File: src/rtl/cosim_chan_bridge_if.sv
// Stream-side bundle of the co-simulation bridge: monitored inputs, export event stream,
// import command stream and driven outputs.
interface cosim_chan_bridge_if #(
  parameter int CHANNELS = 4,
  parameter int WIDTH    = 32,
  parameter int CNT_W    = 16
);
  localparam int CW = $clog2(CHANNELS);

  logic [CHANNELS*WIDTH-1:0] mon_data;
  logic                      exp_valid;
  logic                      exp_ready;
  logic [CW-1:0]             exp_chan;
  logic [WIDTH-1:0]          exp_data;
  logic [CNT_W-1:0]          exp_time;
  logic                      exp_overflow;
  logic                      imp_valid;
  logic                      imp_ready;
  logic [CW-1:0]             imp_chan;
  logic [WIDTH-1:0]          imp_data;
  logic [CNT_W-1:0]          imp_delay;
  logic                      imp_err;
  logic [CHANNELS*WIDTH-1:0] drv_data;
  logic [CHANNELS-1:0]       drv_update;

  modport master (
    input  mon_data, exp_ready, imp_valid, imp_chan, imp_data, imp_delay,
    output exp_valid, exp_chan, exp_data, exp_time, exp_overflow,
    output imp_ready, imp_err, drv_data, drv_update
  );

  modport slave (
    output mon_data, exp_ready, imp_valid, imp_chan, imp_data, imp_delay,
    input  exp_valid, exp_chan, exp_data, exp_time, exp_overflow,
    input  imp_ready, imp_err, drv_data, drv_update
  );
endinterface

File: src/rtl/cosim_chan_bridge.sv
// Co-simulation bridge: exports timestamped channel value changes through a show-ahead
// FIFO and applies host import commands to driven channels after a cycle delay.
module cosim_chan_bridge #(
  parameter int CHANNELS = 4,
  parameter int WIDTH    = 32,
  parameter int DEPTH    = 8,
  parameter int CNT_W    = 16
) (
  input  logic                clk,
  input  logic                rst_n,
  cosim_chan_bridge_if.master bus
);
  localparam int CW = $clog2(CHANNELS);
  localparam int AW = $clog2(DEPTH);
  localparam int EW = CW + WIDTH + CNT_W;

  typedef enum logic [0:0] {ST_IDLE = 1'b0, ST_WAIT = 1'b1} imp_state_t;

  logic [CNT_W-1:0]          tcnt_r;
  logic                      init_r;
  logic [CHANNELS*WIDTH-1:0] prev_r;
  logic [CHANNELS-1:0]       pending_r;
  logic [CW-1:0]             rr_ptr_r;
  logic                      overflow_r;
  logic [CHANNELS-1:0]       changed_s;
  logic [CHANNELS-1:0]       grant_s;
  logic                      grant_any_s;
  logic [CW-1:0]             grant_idx_s;
  logic [CW-1:0]             cand_s;
  logic [CW-1:0]             rr_next_s;
  logic [WIDTH-1:0]          sel_data_s;

  logic [EW-1:0]             mem_r [DEPTH];
  logic [AW-1:0]             wr_ptr_r;
  logic [AW-1:0]             rd_ptr_r;
  logic [AW:0]               count_r;
  logic                      full_s;
  logic                      valid_s;
  logic                      pop_s;
  logic [EW-1:0]             head_s;

  imp_state_t                state_r;
  imp_state_t                state_next_s;
  logic [CW-1:0]             chan_r;
  logic [WIDTH-1:0]          data_r;
  logic [CNT_W-1:0]          cnt_r;
  logic                      imp_ready_s;
  logic                      accept_s;
  logic                      fire_s;
  logic                      chan_ok_s;
  logic [CHANNELS*WIDTH-1:0] drv_data_r;
  logic [CHANNELS-1:0]       drv_update_r;
  logic                      imp_err_r;

  assign full_s    = (count_r == (AW+1)'(DEPTH));
  assign valid_s   = (count_r != '0);
  assign pop_s     = valid_s & bus.exp_ready;
  assign head_s    = mem_r[rd_ptr_r];
  assign chan_ok_s = (int'(chan_r) < CHANNELS);

  // Per-channel change detection against the previous edge's sample
  always_comb begin
    changed_s = '0;
    for (int i = 0; i < CHANNELS; i++) begin
      if (bus.mon_data[i*WIDTH +: WIDTH] != prev_r[i*WIDTH +: WIDTH]) begin
        changed_s[i] = 1'b1;
      end else begin
        changed_s[i] = 1'b0;
      end
    end
  end

  // Round-robin pick of the first pending channel at or after rr_ptr, only when FIFO has room
  always_comb begin
    grant_any_s = 1'b0;
    grant_idx_s = '0;
    cand_s      = '0;
    grant_s     = '0;
    sel_data_s  = '0;
    for (int k = 0; k < CHANNELS; k++) begin
      cand_s = CW'((int'(rr_ptr_r) + k) % CHANNELS);
      if (!grant_any_s && !full_s && pending_r[cand_s]) begin
        grant_any_s = 1'b1;
        grant_idx_s = cand_s;
      end else begin
        grant_any_s = grant_any_s;
      end
    end
    if (grant_any_s) begin
      grant_s[grant_idx_s] = 1'b1;
    end else begin
      grant_s = '0;
    end
    for (int i = 0; i < CHANNELS; i++) begin
      if (CW'(i) == grant_idx_s) begin
        sel_data_s = bus.mon_data[i*WIDTH +: WIDTH];
      end else begin
        sel_data_s = sel_data_s;
      end
    end
    rr_next_s = CW'((int'(grant_idx_s) + 1) % CHANNELS);
  end

  // Timestamp, pending set and sticky overflow; the first edge after reset only seeds prev
  always_ff @(posedge clk or negedge rst_n) begin
    if (!rst_n) begin
      tcnt_r     <= '0;
      init_r     <= 1'b1;
      prev_r     <= '0;
      pending_r  <= '0;
      rr_ptr_r   <= '0;
      overflow_r <= 1'b0;
    end else begin
      tcnt_r <= tcnt_r + CNT_W'(1);
      prev_r <= bus.mon_data;
      if (init_r) begin
        init_r    <= 1'b0;
        pending_r <= '1;
      end else begin
        pending_r <= (pending_r | changed_s) & ~grant_s;
        if (grant_any_s) rr_ptr_r <= rr_next_s;
        if (|(changed_s & pending_r & ~grant_s)) overflow_r <= 1'b1;
      end
    end
  end

  // Export event FIFO; entries hold {chan, value, pre-edge timestamp}
  always_ff @(posedge clk or negedge rst_n) begin
    if (!rst_n) begin
      for (int i = 0; i < DEPTH; i++) mem_r[i] <= '0;
      wr_ptr_r <= '0;
      rd_ptr_r <= '0;
      count_r  <= '0;
    end else begin
      if (grant_any_s) begin
        mem_r[wr_ptr_r] <= {grant_idx_s, sel_data_s, tcnt_r};
        wr_ptr_r        <= wr_ptr_r + AW'(1);
      end
      if (pop_s) rd_ptr_r <= rd_ptr_r + AW'(1);
      case ({grant_any_s, pop_s})
        2'b10:   count_r <= count_r + (AW+1)'(1);
        2'b01:   count_r <= count_r - (AW+1)'(1);
        default: count_r <= count_r;
      endcase
    end
  end

  // Import FSM state register
  always_ff @(posedge clk or negedge rst_n) begin
    if (!rst_n) begin
      state_r <= ST_IDLE;
    end else begin
      state_r <= state_next_s;
    end
  end

  // Import FSM next state
  always_comb begin
    state_next_s = state_r;
    case (state_r)
      ST_IDLE: begin
        if (bus.imp_valid) state_next_s = ST_WAIT;
        else               state_next_s = ST_IDLE;
      end
      ST_WAIT: begin
        if (cnt_r == '0) state_next_s = ST_IDLE;
        else             state_next_s = ST_WAIT;
      end
      default: state_next_s = ST_IDLE;
    endcase
  end

  // Import FSM outputs: accept in IDLE, fire when the delay has run out
  always_comb begin
    imp_ready_s = 1'b0;
    accept_s    = 1'b0;
    fire_s      = 1'b0;
    case (state_r)
      ST_IDLE: begin
        imp_ready_s = 1'b1;
        accept_s    = bus.imp_valid;
      end
      ST_WAIT: begin
        if (cnt_r == '0) fire_s = 1'b1;
        else             fire_s = 1'b0;
      end
      default: begin
        imp_ready_s = 1'b0;
        fire_s      = 1'b0;
      end
    endcase
  end

  // Command latch, delay countdown and driven-channel write
  always_ff @(posedge clk or negedge rst_n) begin
    if (!rst_n) begin
      chan_r       <= '0;
      data_r       <= '0;
      cnt_r        <= '0;
      drv_data_r   <= '0;
      drv_update_r <= '0;
      imp_err_r    <= 1'b0;
    end else begin
      drv_update_r <= '0;
      if (accept_s) begin
        chan_r <= bus.imp_chan;
        data_r <= bus.imp_data;
        cnt_r  <= bus.imp_delay;
      end else if (state_r == ST_WAIT && !fire_s) begin
        cnt_r <= cnt_r - CNT_W'(1);
      end
      if (fire_s) begin
        if (chan_ok_s) begin
          for (int i = 0; i < CHANNELS; i++) begin
            if (CW'(i) == chan_r) begin
              drv_data_r[i*WIDTH +: WIDTH] <= data_r;
              drv_update_r[i]              <= 1'b1;
            end
          end
        end else begin
          imp_err_r <= 1'b1;
        end
      end
    end
  end

  assign bus.exp_valid    = valid_s;
  assign bus.exp_chan     = head_s[EW-1 -: CW];
  assign bus.exp_data     = head_s[CNT_W +: WIDTH];
  assign bus.exp_time     = head_s[CNT_W-1:0];
  assign bus.exp_overflow = overflow_r;
  assign bus.imp_ready    = imp_ready_s;
  assign bus.imp_err      = imp_err_r;
  assign bus.drv_data     = drv_data_r;
  assign bus.drv_update   = drv_update_r;
endmodule
File: src/flat_wrapper.sv
// flat-port wrapper written by rule: the top's interface ports become plain ports
module cosim_chan_bridge_flat 
#(
  parameter int CHANNELS = 4,
  parameter int WIDTH    = 32,
  parameter int DEPTH    = 8,
  parameter int CNT_W    = 16
)
  (clk, rst_n, bus_mon_data, bus_exp_ready, bus_imp_valid, bus_imp_chan, bus_imp_data, bus_imp_delay, bus_exp_valid, bus_exp_chan, bus_exp_data, bus_exp_time, bus_exp_overflow, bus_imp_ready, bus_imp_err, bus_drv_data, bus_drv_update);
  cosim_chan_bridge_if #(.CHANNELS(CHANNELS), .WIDTH(WIDTH), .CNT_W(CNT_W)) bus_i ();
  input  logic clk;
  input  logic rst_n;
  input wire logic [$bits(bus_i.mon_data)-1:0] bus_mon_data;
  input wire logic [$bits(bus_i.exp_ready)-1:0] bus_exp_ready;
  input wire logic [$bits(bus_i.imp_valid)-1:0] bus_imp_valid;
  input wire logic [$bits(bus_i.imp_chan)-1:0] bus_imp_chan;
  input wire logic [$bits(bus_i.imp_data)-1:0] bus_imp_data;
  input wire logic [$bits(bus_i.imp_delay)-1:0] bus_imp_delay;
  output wire logic [$bits(bus_i.exp_valid)-1:0] bus_exp_valid;
  output wire logic [$bits(bus_i.exp_chan)-1:0] bus_exp_chan;
  output wire logic [$bits(bus_i.exp_data)-1:0] bus_exp_data;
  output wire logic [$bits(bus_i.exp_time)-1:0] bus_exp_time;
  output wire logic [$bits(bus_i.exp_overflow)-1:0] bus_exp_overflow;
  output wire logic [$bits(bus_i.imp_ready)-1:0] bus_imp_ready;
  output wire logic [$bits(bus_i.imp_err)-1:0] bus_imp_err;
  output wire logic [$bits(bus_i.drv_data)-1:0] bus_drv_data;
  output wire logic [$bits(bus_i.drv_update)-1:0] bus_drv_update;
  assign bus_i.mon_data = bus_mon_data;
  assign bus_i.exp_ready = bus_exp_ready;
  assign bus_i.imp_valid = bus_imp_valid;
  assign bus_i.imp_chan = bus_imp_chan;
  assign bus_i.imp_data = bus_imp_data;
  assign bus_i.imp_delay = bus_imp_delay;
  assign bus_exp_valid = bus_i.exp_valid;
  assign bus_exp_chan = bus_i.exp_chan;
  assign bus_exp_data = bus_i.exp_data;
  assign bus_exp_time = bus_i.exp_time;
  assign bus_exp_overflow = bus_i.exp_overflow;
  assign bus_imp_ready = bus_i.imp_ready;
  assign bus_imp_err = bus_i.imp_err;
  assign bus_drv_data = bus_i.drv_data;
  assign bus_drv_update = bus_i.drv_update;
  cosim_chan_bridge #(.CHANNELS(CHANNELS), .WIDTH(WIDTH), .DEPTH(DEPTH), .CNT_W(CNT_W)) u_core (.clk(clk), .rst_n(rst_n), .bus(bus_i));
endmodule
File: config.mk
export PLATFORM = sky130hd
export DESIGN_NAME = cosim_chan_bridge_flat
export DESIGN_NICKNAME = d
export VERILOG_FILES = /design/src/rtl/cosim_chan_bridge_if.sv /design/src/rtl/cosim_chan_bridge.sv /design/src/flat_wrapper.sv
export SDC_FILE = /design/constraint.sdc
export NUM_CORES = 1
export LEC_CHECK = 0
export BUFFER_PORTS_ARGS = -buffer_cell sky130_fd_sc_hd__buf_2
export CAP_MARGIN = 20
export CELL_PAD_IN_SITES_DETAIL_PLACEMENT = 0
export CELL_PAD_IN_SITES_GLOBAL_PLACEMENT = 1
export CORE_MARGIN = 3
export CORE_UTILIZATION = 40
export DETAILED_ROUTE_END_ITERATION = 8
export GPL_ROUTABILITY_DRIVEN = 0
export HOLD_SLACK_MARGIN = 0.15
export PLACE_DENSITY_LB_ADDON = 0.1
export SYNTH_ARGS = -nofsm -noshare
export SYNTH_HDL_FRONTEND = slang
export SYNTH_SLANG_ARGS = --single-unit
File: constraint.sdc
create_clock -name clk -period 3.13 [get_ports clk]
set_input_delay 0.4695 -clock clk [delete_from_list [all_inputs] [get_ports clk]]
set_output_delay 0.4695 -clock clk [all_outputs]
set_load 0.05 [all_outputs]
Word-level counts from Yosys, hierarchy flattened
Cells that the tools add are included.
{"block": "classes", "add_sub_neg": 10, "order_cmp": 9, "n_eq_ne": 13, "muxes": 49, "n_bitwise": 10, "n_reduce_logical": 28}
{"operator": "$bwmux 400", "count": 1}
{"operator": "$bmux 50 s3", "count": 1}
{"operator": "$demux 50 s3", "count": 1}
{"operator": "$mux 50", "count": 3}
{"operator": "$mux 32", "count": 4}
{"operator": "$ne 32x32->1", "count": 4}
{"operator": "$mux 16", "count": 2}
{"operator": "$mux 1", "count": 23}
{"operator": "$add 16x1->16 const B", "count": 1}
{"operator": "$logic_not 16->1", "count": 1}
{"operator": "$sub 16x1->16 const B", "count": 1}
{"operator": "$lt 2x3->1 const B", "count": 5}
{"operator": "$and 4x4->4", "count": 3}
{"operator": "$mux 4", "count": 3}
{"operator": "$reduce_and 2->1", "count": 6}
{"operator": "$logic_and 1x1->1", "count": 10}
{"operator": "$bmux 1 s2", "count": 4}
{"operator": "$eq 2x2->1 const A", "count": 4}
{"operator": "$ge 4x4->1 const B", "count": 2}
{"operator": "$mux 2", "count": 4}
{"operator": "$not 3->4", "count": 2}
{"operator": "$pmux 4 s2", "count": 1}
{"operator": "$add 3x1->3 const B", "count": 2}
{"operator": "$logic_not 1->1", "count": 5}
{"operator": "other kinds (20)", "count": 26}
{"block": "totals", "regBits": 745, "in_bits": 182, "out_inout_bits": 186, "word_cells": 145}

Depth between registers and ports, before layout
Gate-level depths: netlist of run 1.
{"block": "logic_depth", "word_depth": 25, "ltp_mapped": 14, "depth_no_buf": 12}

Least setup slack after synthesis of run 1
Ideal clock, no wire load.
{"block": "synth_path", "path_type": "reg2reg", "start": "register u_core.cnt_r[0]", "end": "register u_core.drv_data_r[34], in the netlist u_core.bus.drv_data[34]", "setup_ns": 0.125, "t_arrival_ns": 2.857, "required_time_ns": 3.005, "path_slack_ns": 0.148, "path_stages_with_launch": 10, "path_buffers": 2, "period_less_slack_ns": 2.982, "cell_sequence": "dfrtp_1 > inv_1 > ha_1 > or4b_4 > or4_4 > or2_1 > buf_6 > nor3b_4 > buf_6 > mux2_2"}
{"block": "synth_via", "elab_chain_cells": 4}
{"element": "start: declaration", "line_no": "cosim_chan_bridge.sv:46", "text": "logic [CNT_W-1:0] cnt_r;"}
{"element": "start signal: assignment", "line_no": "cosim_chan_bridge.sv:208", "text": "cnt_r <= bus.imp_delay;"}
{"element": "start signal: assignment", "line_no": "cosim_chan_bridge.sv:210", "text": "cnt_r <= cnt_r - CNT_W'(1);"}
{"element": "$logic_not 16->1", "line_no": "cosim_chan_bridge.sv:184", "text": "if (cnt_r == '0) fire_s = 1'b1;"}
{"element": "$mux 1", "line_no": "cosim_chan_bridge.sv:184"}
{"element": "$mux 1", "line_no": "cosim_chan_bridge.sv:178", "text": "case (state_r)"}
{"element": "$reduce_and 2->1 (no line)"}
{"element": "end signal: indexed assignment", "line_no": "cosim_chan_bridge.sv:216", "text": "drv_data_r[i*WIDTH +: WIDTH] <= data_r;"}
{"element": "end: declaration", "line_no": "cosim_chan_bridge.sv:51", "text": "logic [CHANNELS*WIDTH-1:0] drv_data_r;"}
Every way passes these cells.
A chain may end at the register's enable or synchronous reset.

Worst setup path after layout of run 1
{"block": "layout_path", "start": "register u_core.cnt_r[1]", "end": "register u_core.drv_data_r[55], in the netlist u_core.bus.drv_data[55]"}
Same word-level chain as after synthesis.

==> results of run 1 <==
[per-layer routing]
| metal | up-vias | part of all wire | track usage |
|---|---|---|---|
| met5 | - | 0 | 0 |
| li1 | 10107 | - | - |
| met2 | 449 | 0.49 | 0.3696 |
| met4 | 0 | 0.026 | 0.06148 |
| met3 | 134 | 0.035 | 0.03204 |
| met1 | 11258 | 0.45 | 0.3117 |
[per-stage QoR]
step	util	instance area, um^2	power (mW)	cells
CTS	0.5114	39810	40.94	4255
global route	0.5130	39940	43.05	4261
global placement	0.4534	35300	30.42	3931
finish	0.5130	39940	40.60	4262
detailed placement	0.4534	35300	30.86	3931
floorplan	-	31650	24.21	2585
[state kept, by name, summed over array words and instances, names as in the netlist, 3 cells and up]
register and flops:
u_core.rd_ptr_r 3, u_core.bus.drv_update 4, u_core.prev_r 128, u_core.cnt_r 16
u_core.bus.drv_data 128, u_core.mem_r 400, u_core.data_r 32, u_core.tcnt_r 16
u_core.count_r 4, u_core.wr_ptr_r 3, u_core.pending_r 4
[power by group]
group,internal [mW],switching [mW]
clock network,5.76,3.91
logic,6.73,10.9
registers,11.9,1.32
total,24.4,16.2
[how the worst max path moves through the flow]
stage / slack (ns) / from / cells after the start / end
global route: -0.007 / u_core.count_r[1] / 13 / u_core.mem_r[127]
global placement: 0.05 / u_core.count_r[1] / 11 / u_core.mem_r[338]
floorplan: 0.15 / u_core.cnt_r[0] / 9 / u_core.bus.drv_data[34]
finish: 0.11 / u_core.cnt_r[1] / 9 / u_core.bus.drv_data[55]
detailed placement: -0.03 / u_core.rr_ptr_r[1] / 11 / u_core.mem_r[338]
CTS: 0.04 / u_core.rd_ptr_r[0] / 5 / bus_exp_data[20]
[timing repair]
action / in CTS / in global routing
cloned: 0 / 3
endpoints found under the hold margin: 216 / 0
hold buffers: 173 / 0
endpoints found under the setup margin: 51 / 153
resized for setup: 1 / 15
pin swaps: 0 / 2
buffers inserted: 7 / 2
[cells in the final DEF (no fill, tap or decap), types with 4 or more instances in the layout]
master / count
or2_2: 5
nor3_1: 8
clkbuf_1: 18
o21ai_0: 216
nor4_1: 9
dlygate4sd3_1: 173
clkinv_2: 9
mux2i_1: 29
nand2_1: 410
dfrtp_1: 741
nand2b_1: 4
a221oi_1: 4
xnor2_1: 140
mux4_2: 100
and3_1: 5
clkbuf_16: 87
o22ai_1: 5
inv_1: 16
ha_1: 6
xor2_1: 12
nand3_1: 11
nor2_1: 147
buf_2: 365
mux2_2: 294
a22oi_1: 4
nand4_1: 36
o21ai_1: 5
a21oi_1: 148
buf_12: 26
clkbuf_8: 23
buf_4: 91
[cells in the mapped netlist (2+ instances only)]
master	n
or4_1	2
buf_2	10
inv_1	16
a32oi_1	3
o2bb2ai_1	3
nand2b_1	4
nand3_1	12
nor3b_1	2
a21oi_1	148
nor3_1	9
clkbuf_1	130
nand4_1	36
a22oi_1	4
o221a_2	3
o21bai_1	2
nor2b_1	3
dfrtp_1	744
o31ai_1	2
or2_2	5
buf_6	4
or3_1	2
buf_4	4
mux2_2	294
mux4_2	100
o211ai_1	2
o22ai_1	5
xnor2_1	140
nand4b_1	2
nor2_1	149
nor4b_1	2
mux2i_1	33
o21ai_0	221
ha_1	10
buf_1	21
a221oi_1	4
nand3b_1	2
xor2_1	12
nor4_1	9
and3_1	5
nand2_1	410
[cells by family after synthesis]
kind of cell,count (synthesis)
and+or+nand+nor,661
AOI/OAI and AO/OA,402
buffers and inverters,186
other,1
xor gates and xnor gates,152
adders and majority gates,10
DFF,745
muxes,427
[final cells by class]
class                           instances  area, um^2
Clock buffer                          126        2511
Multi-Input combinational cell       1654       12350
Clock inverter                         18       201.4
Inverter                               17       63.81
Fill cell                            6966       37910
Sequential cell                       745       18650
Tap cell                             1040        1301
Timing Repair Buffer                  660        4853
Antenna cell                            2       5.005
[critical path: stages (launching register included)]
cell and delay (ns):
dfrtp_1 0.38, inv_1 0.07, ha_2 0.19, or4b_4 0.50, or4_4 0.51, or2_4 0.30, nor3b_4 0.26, buf_6 0.18
buf_8 0.16, mux2_2 0.34
==> impl_metrics.py, run 1 <==
metrics = {
    "status": {
        "run_status": "complete, no violations",
    },
    "layout": {
        "area_delta_synth_final_pct": 26.22,
        "nNetsFinal": 3353,
        "layout-drive-gt1-share": 0.3236,
    },
    "detailed_routing": {
        "drt-pass1-iter-count": 5,
        "wirelength_um": 91580,
        "wl_per_cell_um": 21.49,
        "remaining_drc_errors": 0,
        "routed_via_density": 5.150,
        "antenna_left": 0,
        "drt_iter0_drc": 1342,
        "vias": 21948,
    },
    "placed_design": {
        "post-dp-hpwl_um": 61320,
        "portBuffers": 366,
        "pre_cts_ws_ns": -0.03005,
    },
    "timing": {
        "fin_crit_ns": 3.016,
        "worstMarginPinSlew_ns": 0.7409,
        "fin_ws_ns": 0.1141,
        "hold_viol_final": 0,
        "fin_tns_setup_ns": 0,
        "max_freq_mhz": 331.6,
        "hold_ws_ns": 0.1917,
        "setup_viol": 0,
        "slew_viol_final": 0,
        "fin_crit_sh": 0.9635,
        "skew_ns": 0.01529,
        "slew_headroom": 0.4920,
    },
    "critical_path": {
        "rr_endpoint": "u_core.bus.drv_data[55]",
        "end_kind": "flop",
        "crit_fanout": 8,
        "cp.arrival_ns": 3.52,
        "regToRegSetupSlack_ns": 0.11,
        "r2r_cells": 9,
        "worstReg2RegStart": "u_core.cnt_r[1]",
        "start_kind": "flop",
        "path_class": "flop to flop",
        "crit_required_ns": 3.63,
    },
    "synth": {
        "synth_top_area_frac": 0.5884,
        "synth_compound_gate_area_share": 0.06690,
        "synth_xor_area_frac": 0.04207,
        "syn_inst": 2584,
        "synth_top_family_by_area": "multiplexers",
        "yosys.area.top_type": "dfrtp_1",
        "synthesis.area_mm2": 0.03164,
        "yosysWarnings": 0,
        "synth_seq_area_share": 0.5892,
        "synth_area_per_cell_um2": 12.25,
        "ys_types": 55,
        "synth_edf_count": 0,
        "synth-main-ff-cell": "dfrtp_1",
        "synth_simple_gate_area_frac": 0.08762,
        "synthAdderAreaFrac": 0.003954,
        "async_flop_share": 1.000,
        "synthMuxAreaShare": 0.1862,
        "ys_seq_elements": 745,
        "synthTopCellsByArea": "dfrtp_1 (59%), mux2_2 (10%), mux4_2 (7.1%), nand2_1 (4.9%), xnor2_1 (3.9%)",
    },
    "clocking": {
        "insertion_delay_ns": 0.62,
        "cts_tree": "done",
        "clk_pin_slew_ns": 0.06,
        "clock_sink_count": 745,
        "h-tree-depth": 3,
        "numCtsBuffers": 83,
        "cts-root-buf": "clkbuf_16",
        "clockBufferDepth": 3,
    },
    "worst_hold_path": {
        "hold_end": "u_core.cnt_r[12]",
        "worstHoldStart": "bus_imp_delay[12]",
        "whs_path_depth": 3,
        "hold_class": "primary input to flop",
    },
    "pwr": {
        "ir_drop_uv": 531.8,
        "powerDensity_mw_per_mm2": 1016,
        "power_leakage_nw": 18.61,
    },
    "die": {
        "dieArea_mm2": 0.08252,
        "die_w_um": 287.3,
        "die_h_um": 287.3,
        "core_mm2": 0.07785,
        "row_count": 102,
        "initial_utilization": 0.4065,
        "boundaryPins": 368,
    },
    "grt": {
        "grt_pass1_vias": 23395,
        "grt_pass1_wl_um": 142400,
        "grt_use_total": 0.2243,
        "overflow": 0,
        "antenna_found_initial": 1,
        "grt_max_degree": 106,
    },
    "job": {
        "maxCapViolations": 0,
    },
}
Power figures use the tool's default switching activity.
==> inputs of run 2 (changes only) <==
--- a/config.mk
+++ b/config.mk
@@ -7,14 +7,15 @@
 export LEC_CHECK = 0
 export BUFFER_PORTS_ARGS = -buffer_cell sky130_fd_sc_hd__buf_2
 export CAP_MARGIN = 20
-export CELL_PAD_IN_SITES_DETAIL_PLACEMENT = 0
+export CELL_PAD_IN_SITES_DETAIL_PLACEMENT = 1
 export CELL_PAD_IN_SITES_GLOBAL_PLACEMENT = 1
 export CORE_MARGIN = 3
-export CORE_UTILIZATION = 40
+export CORE_UTILIZATION = 30
 export DETAILED_ROUTE_END_ITERATION = 8
 export GPL_ROUTABILITY_DRIVEN = 0
 export HOLD_SLACK_MARGIN = 0.15
 export PLACE_DENSITY_LB_ADDON = 0.1
+export REMOVE_ABC_BUFFERS = 1
 export SYNTH_ARGS = -nofsm -noshare
 export SYNTH_HDL_FRONTEND = slang
 export SYNTH_SLANG_ARGS = --single-unit
==> run 2 against run 1 <==
Effect of this change:
- first-iteration DRC count fell by 30%
- clock power increased by 12%
- critical path depth down 3
- non-clock buffer count rose by 30
- design area increased by 4.2%
- flip-flop and latch count is the same
- clock skew grew 0.0066 ns
- utilization down 11 points
- largest power group unchanged
- register-to-register slack improved by 0.04 ns
- power grew 7.5%
- worst hold slack improved by 0.016 ns
- setup slack worse by 0.040 ns
==> impl_metrics.py, run 2 (same netlist as run 1, synthesis figures left out) <==
metrics = {
    "grt": {
        "antenna_found_initial": 5,
        "grt_pass1_wl_um": 160600,
        "grt_use_total": 0.1943,
        "grt_max_degree": 105,
        "grt_pass1_vias": 25412,
        "overflow": 0,
    },
    "placed_design": {
        "portBuffers": 366,
        "place_inst": 4284,
        "post_dp_cell_area_mm2": 0.03597,
        "post-dp-hpwl_um": 69420,
        "pre_cts_ws_ns": -0.2163,
    },
    "die": {
        "boundaryPins": 368,
        "row_count": 118,
        "dieArea_mm2": 0.1094,
        "die_w_um": 330.8,
        "initial_utilization": 0.3040,
        "die_h_um": 330.8,
        "core_mm2": 0.1041,
    },
    "timing": {
        "skew_ns": 0.02190,
        "worstMarginPinSlew_ns": 0.7257,
        "max_freq_mhz": 327.3,
        "setup_viol": 0,
        "fin_ws_ns": 0.07448,
        "fin_crit_sh": 0.9762,
        "fin_crit_ns": 3.056,
        "hold_ws_ns": 0.2073,
        "hold_viol_final": 0,
        "rsz0062_at_grt": "true",
        "slew_headroom": 0.5162,
        "slew_viol_final": 0,
    },
    "critical_path": {
        "start_kind": "flop",
        "crit_fanout": 6,
        "end_kind": "output port",
        "cp.arrival_ns": 2.59,
        "regToRegSetupSlack_ns": 0.15,
        "crit_path_start": "u_core.rd_ptr_r[0]",
        "rr_endpoint": "u_core.bus.drv_data[45]",
        "endpoint": "bus_exp_time[9]",
        "r2r_cells": 8,
        "crit_required_ns": 2.66,
        "worstReg2RegStart": "u_core.cnt_r[1]",
        "path_class": "flop to output port",
    },
    "pwr": {
        "p_int_mw": 26.38,
        "powerDensity_mw_per_mm2": 1049,
        "p_comb_frac": 0.445,
        "power_leakage_nw": 19.20,
        "p_switching_mw": 17.24,
        "ir_drop_uv": 568.2,
        "swShare": 0.3952,
        "power_frac_clock": 0.248,
        "p_seq_frac": 0.307,
    },
    "detailed_routing": {
        "drt_iter0_drc": 934,
        "routed_via_density": 4.833,
        "antenna_left": 0,
        "wl_per_cell_um": 22.70,
        "drt-pass1-iter-count": 5,
        "remaining_drc_errors": 0,
        "wirelength_um": 105700,
        "vias": 22496,
    },
    "job": {
        "maxCapViolations": 0,
    },
    "layout": {
        "nNetsFinal": 3390,
        "area_delta_synth_final_pct": 31.47,
        "final_area_mm2": 0.04160,
        "final_cells": 4655,
        "layout_commonest_cell": "dfrtp_1",
        "layout-drive-gt1-share": 0.3337,
        "largest_reg_flops": 400,
        "top_register": "u_core.mem_r",
        "final_cell_mix": "dfrtp_1 (740), nand2_1 (409), buf_2 (331)",
    },
    "clocking": {
        "clockBufferDepth": 3,
        "insertion_delay_ns": 0.64,
        "h-tree-depth": 3,
        "cts_tree": "done",
        "numCtsBuffers": 90,
        "cts-root-buf": "clkbuf_16",
        "clock_sink_count": 745,
        "clk_pin_slew_ns": 0.06,
    },
    "status": {
        "run_status": "complete, no violations",
    },
    "worst_hold_path": {
        "hold_class": "primary input to flop",
    },
}
==> run 2: per-layer routing <==
layer	up-vias	share of wire	GRT usage
met5	-	0.000085	0
li1	10196	-	-
met4	2	0.020	0.05150
met1	11716	0.45	0.2543
met2	457	0.47	0.3202
met3	125	0.060	0.04973
==> run 2: timing repair <==
action / in CTS / in global routing
gates resized for setup: 91 / 21
setup endpoints to repair: 105 / 147
hold endpoints to repair: 227 / 0
cloned: 6 / 2
hold buffers: 179 / 0
pin swaps: 0 / 1
buffers inserted: 12 / 4
==> run 2: critical path, stage by stage, from the launching register on <==
cell and delay, ns:
dfrtp_4 0.52, buf_16 0.16, buf_12 0.14, buf_16 0.13
mux4_2 0.50, mux2_4 0.30, buf_8 0.15
==> run 2: per-stage QoR <==
step                      power, mW    util  TNS (ns)
final                         43.63  0.3997         0
after global routing          46.41  0.3996   -0.1099
after CTS                     44.20  0.3983   -0.1837
after detailed placement      31.76  0.3456    -4.831
after global placement        31.17  0.3456   -0.6394
after floorplan               24.07       -   -963.05
==> run 2: how the worst min path moves through the flow <==
stage	startpoint	endpoint	slack [ns]	cells past startpoint
3_5_place_dp	u_core.mem_r[301]	u_core.mem_r[301]	0.47	2
4_1_cts	bus_imp_delay[15]	u_core.cnt_r[15]	0.15	3
6_report	bus_imp_delay[15]	u_core.cnt_r[15]	0.21	3
3_3_place_gp	u_core.mem_r[301]	u_core.mem_r[301]	0.45	2
5_1_grt	bus_imp_delay[15]	u_core.cnt_r[15]	0.20	3
2_1_floorplan	rst_n	u_core.bus.drv_data[0]	0.17	0
==> run 2: final cells by class <==
class | instances | area [um^2]
multi-input cells | 1654 | 12420
well taps | 1380 | 1727
clock buffers | 140 | 2781
inverters | 17 | 63.81
repair buffers | 690 | 5624
flip-flops and latches | 745 | 18650
diodes | 3 | 7.507
fillers | 11083 | 62480
clock inverters | 26 | 329.1
==> run 2: power groups by stage <==
stage	sequential, mW	combinational, mW	clock, mW
floorplan	13.5	10.6	0
global placement	13.4	17.8	0
detailed placement	13.6	18.2	0
CTS	13.4	19.6	11.2
global route	13.7	21.1	11.6
finish	13.4	19.4	10.8
